File: src/rtl/decoder_scan_n.sv
// Registered N-to-2^N one-hot decoder with a prescaled auto-scan mode.
// Drives display anodes/rows or chip selects; bcode is one-cold when ACTIVE_LOW.
//
// state  | meaning
// DIRECT | bcode/idx follow address a with one cycle of latency
// SCAN   | idx walks 0..last, advancing every tick_div+1 enabled cycles
module decoder_scan_n #(
    parameter int N          = 4,
    parameter int PRESC_W    = 18,
    parameter int ACTIVE_LOW = 0
) (
    input  logic                clk,
    input  logic                reset,
    input  logic                en,
    input  logic                mode,
    input  logic [N-1:0]        a,
    input  logic [N-1:0]        last,
    input  logic [PRESC_W-1:0]  tick_div,
    output logic [2**N-1:0]     bcode,
    output logic [N-1:0]        idx,
    output logic                scan_tick
);

    localparam int W = 2**N;
    localparam logic [W-1:0] INACTIVE = (ACTIVE_LOW != 0) ? {W{1'b1}} : {W{1'b0}};

    typedef enum logic {DIRECT, SCAN} state_t;

    state_t             state, state_nxt;
    logic [PRESC_W-1:0] presc, presc_nxt;
    logic [N-1:0]       idx_nxt;
    logic [W-1:0]       bcode_nxt;
    logic               tick_nxt;

    function automatic logic [W-1:0] act(input logic [N-1:0] v);
        logic [W-1:0] oh;
        oh    = '0;
        oh[v] = 1'b1;
        return (ACTIVE_LOW != 0) ? ~oh : oh;
    endfunction

    always_ff @(posedge clk or posedge reset) begin
        if (reset) begin
            state     <= DIRECT;
            presc     <= '0;
            idx       <= '0;
            bcode     <= INACTIVE;
            scan_tick <= 1'b0;
        end else begin
            state     <= state_nxt;
            presc     <= presc_nxt;
            idx       <= idx_nxt;
            bcode     <= bcode_nxt;
            scan_tick <= tick_nxt;
        end
    end

    always_comb begin
        state_nxt = state;
        presc_nxt = presc;
        idx_nxt   = idx;
        bcode_nxt = INACTIVE;
        tick_nxt  = 1'b0;

        if (!mode || state == DIRECT) begin
            // Direct decode and scan entry share the same load of a.
            state_nxt = mode ? SCAN : DIRECT;
            presc_nxt = '0;
            idx_nxt   = a;
            bcode_nxt = en ? act(a) : INACTIVE;
        end else if (en) begin
            // >= so a lowered tick_div fires at once instead of waiting for wrap.
            if (presc >= tick_div) begin
                presc_nxt = '0;
                tick_nxt  = 1'b1;
                idx_nxt   = (idx >= last) ? '0 : idx + N'(1);
                bcode_nxt = act(idx_nxt);
            end else begin
                presc_nxt = presc + PRESC_W'(1);
                bcode_nxt = act(idx);
            end
        end
    end

endmodule

File: config.mk
export PLATFORM = sky130hd
export DESIGN_NAME = decoder_scan_n
export DESIGN_NICKNAME = d
export VERILOG_FILES = /design/src/rtl/decoder_scan_n.sv
export SDC_FILE = /design/constraint.sdc
export NUM_CORES = 1
export LEC_CHECK = 0
export CAP_MARGIN = 20
export CORE_ASPECT_RATIO = 1.25
export CORE_MARGIN = 3
export CORE_UTILIZATION = 58
export CTS_BUF_LIST = sky130_fd_sc_hd__clkbuf_16
export DETAILED_ROUTE_END_ITERATION = 10
export DONT_BUFFER_PORTS = 1
export PLACE_DENSITY = 0.74
export SLEW_MARGIN = 20
export SYNTH_ARGS = -nofsm -noshare
export SYNTH_HDL_FRONTEND = slang
export SYNTH_SLANG_ARGS = --single-unit
File: constraint.sdc
create_clock -name clk -period 5.8 [get_ports clk]
set_clock_uncertainty 0.05 [all_clocks]
set_input_delay 0.58 -clock clk [delete_from_list [all_inputs] [get_ports clk]]
set_output_delay 0.58 -clock clk [all_outputs]
set_load 0.05 [all_outputs]
==> results.ini <==
[run_status]
status=finished, final reports clean

[worst_setup_path]
cp_slowest_cell=dfrtp_1
crit_family=compound AO/OA/AOI/OAI gates
max_stage_delay_ps=820
path_cells=inv_1 -> ha_1 -> nand2b_4 -> a2111oi_4 -> o211ai_1 -> o21ai_0 -> a21oi_1 -> a311oi_1
crit_fanout=11
cp-start-kind=flop
required_ps=5940
critical_path_arrival_ps=3260
crit_type=reg2reg
critPathBufInv=1
end_kind=flop

[worst_hold_path]
hp-class=in2async

[power]
p_total_uw=751
leakage_nw=1.40
powerDensity_nw_per_um2=228
ir_drop_uv=177

[clock_network]
clock_latency_ps=280
cts_setup_buffers=0
clock_path_buffers=2
cts_resized=0
cts_sinks=40
cts_tree=built
ctsHoldBuffers=0
root_buffer=clkbuf_16
htreeDepth=2
cts_buffers=5
clkSlewWorstSetupHoldPaths_ps=60

[timing]
fin_crit_sh_pct=53.8
tns_ps=0
worstMarginPinSlew_ps=994
fmax_mhz=321
setup_violations=0
relSlewSlack_pct=33.7
drv_slew=0
min_period_ps=3120
rsz0062_at_grt=no
hold_viol=0

[grt]
grt_pass1_wl_um=13700
antenna_found_initial=0
grt_max_degree=41
grt_pass1_vias=2803
grt.overflow.total=0
grtUsageTotal_pct=27.5

[layout]
area_delta_synth_final_pct=6.13
fin_cells=431
fin_nets=425
design_area_um2=3290
layout-drive-gt1-share_pct=5.96
diodes=0

[synth]
synth_area_leaders=dfrtp_1, ha_1, a21oi_1
yosysTopAreaCellShare_pct=32.2
synth_cells=381
synth_edf_count=0
synth_seq_area_share_pct=32.2
ys_ff_latch=40
async_flop_share_pct=100
synth_cell_type_count=45
synth.largest_area_cell=dfrtp_1
syn_area_um2=3100
synth_ff_type=dfrtp_1
syn-num-nets=438
syn_area_per_cell_um2=8.15
ys_warn_count=0

[drt]
drt_pass1_iterations=5
vias=2964
wl_um=8340
drc=0
post_drt_wl_per_cell_um=19.4
vias_per_cell=6.88
antenna_left=0
drt_iter0_drc=387

[run]
maxCapViolations=0

[floorplan]
ios=51
dieArea_um2=6270
coreArea_um2=5120
num_rows=29
die_h_um=87.8
initial_core_util_pct=60.7
die_x_um=71.4

[place]
io_buffers=0
dpl_cell_area_um2=3120
dpl.hpwl_um=5880
gp_congestion=0.971
dpl.cell_count=423

## final cells by class
cell class | instances | area [µm²]
Clock buffer | 5 | 125
Clock inverter | 3 | 46.3
Inverter | 28 | 105
Sequential cell | 40 | 1000
Fill cell | 450 | 1820
Multi-Input combinational cell | 288 | 1900
Timing Repair Buffer | 5 | 37.5
Tap cell | 62 | 77.6
## state kept, by name, summed over array words and instances (netlist names)
name	flops
presc	18
state	1
bcode	16
scan_tick	1
idx	4
## through the flow
step	hold slack [ps]	utilization [%]	setup slack [ps]
6_report	263	64.4	2680
5_1_grt	260	64.4	2430
4_1_cts	270	64.4	2730
3_5_place_dp	503	61.0	2740
3_3_place_gp	496	61.0	2780
2_1_floorplan	483	-	3110
## cells in the mapped netlist (all sizes together) (3+ instances only)
| master | n |
|---|---|
| o21a | 4 |
| o21ai | 32 |
| nor2 | 8 |
| a21oi | 31 |
| nor3 | 22 |
| and2 | 4 |
| xor2 | 8 |
| a211o | 5 |
| nand2b | 7 |
| nand2 | 38 |
| xnor2 | 5 |
| a311oi | 4 |
| clkbuf | 18 |
| inv | 28 |
| and3 | 4 |
| a211oi | 10 |
| buf | 7 |
| nor4 | 4 |
| nor2b | 3 |
| dfrtp | 40 |
| o211ai | 14 |
| ha | 27 |
| nand4 | 18 |
| a31oi | 8 |
| nand3 | 15 |
## power breakdown
part / leakage, nW / total [mW] / internal, mW / switching [mW]
Clock: 0.0804 / 0.323 / 0.204 / 0.118
Sequential: 0.540 / 0.321 / 0.286 / 0.0344
Combinational: 0.783 / 0.108 / 0.0359 / 0.0719
## logic make-up after synthesis
group                      after synthesis  synth area share, %
AOI/OAI and AO/OA                      115                 23.8
xor gates and xnor gates                13                 3.67
adders and majority gates               27                 10.9
buffers and inverters                   53                 6.73
DFF                                     40                 32.2
muxes                                    1                0.322
and+or+nand+nor                        132                 22.4
## cell usage in the layout, fill, tap and decap left out, types with 4 or more instances in the layout
master	n
nand2_1	38
xor2_1	8
ha_1	27
a21oi_1	31
a211o_1	5
inv_1	27
and2_1	4
o211ai_1	14
nor2_1	8
a31oi_1	8
a211oi_1	9
buf_4	5
nor3_1	22
nand2b_1	6
nand3_1	15
clkbuf_16	5
nand4_1	18
dfrtp_1	40
and3_1	4
o21ai_0	30
xnor2_1	5
a311oi_1	4
o21a_1	4
## worst reg2reg max path: cells and delay by family (launching register included)
family          cells  cell delay (ps)
simple gates        1              150
compound gates      5             1440
buf+inv             1              230
flops               1              820
fa+ha+maj           1              330
## final timing paths
kind	start	end	slack, ps	cells past startpoint
min in group clk	mode	state$_DFFE_PP0N_	270	0
max in group asynchronous	reset	bcode[13]$_DFF_PP0_	5080	2
min	reset	presc[15]$_DFFE_PP0P_	260	2
max	idx[0]$_DFFE_PP0P_	bcode[14]$_DFF_PP0_	2680	8
max reg2reg	idx[0]$_DFFE_PP0P_	bcode[14]$_DFF_PP0_	2680	8
min reg2reg	presc[0]$_DFFE_PP0P_	presc[0]$_DFFE_PP0P_	510	2
## per-layer routing
metal | vias to the layer above | GRT usage (%) | routed length (µm)
met4 | 0 | 11.1 | 319
met5 | - | 0 | 0
met2 | 151 | 46.1 | 4210
li1 | 1373 | - | -
met1 | 1410 | 35.2 | 3250
met3 | 30 | 4.71 | 557
Note: power is estimated with default switching activity, not from simulation.
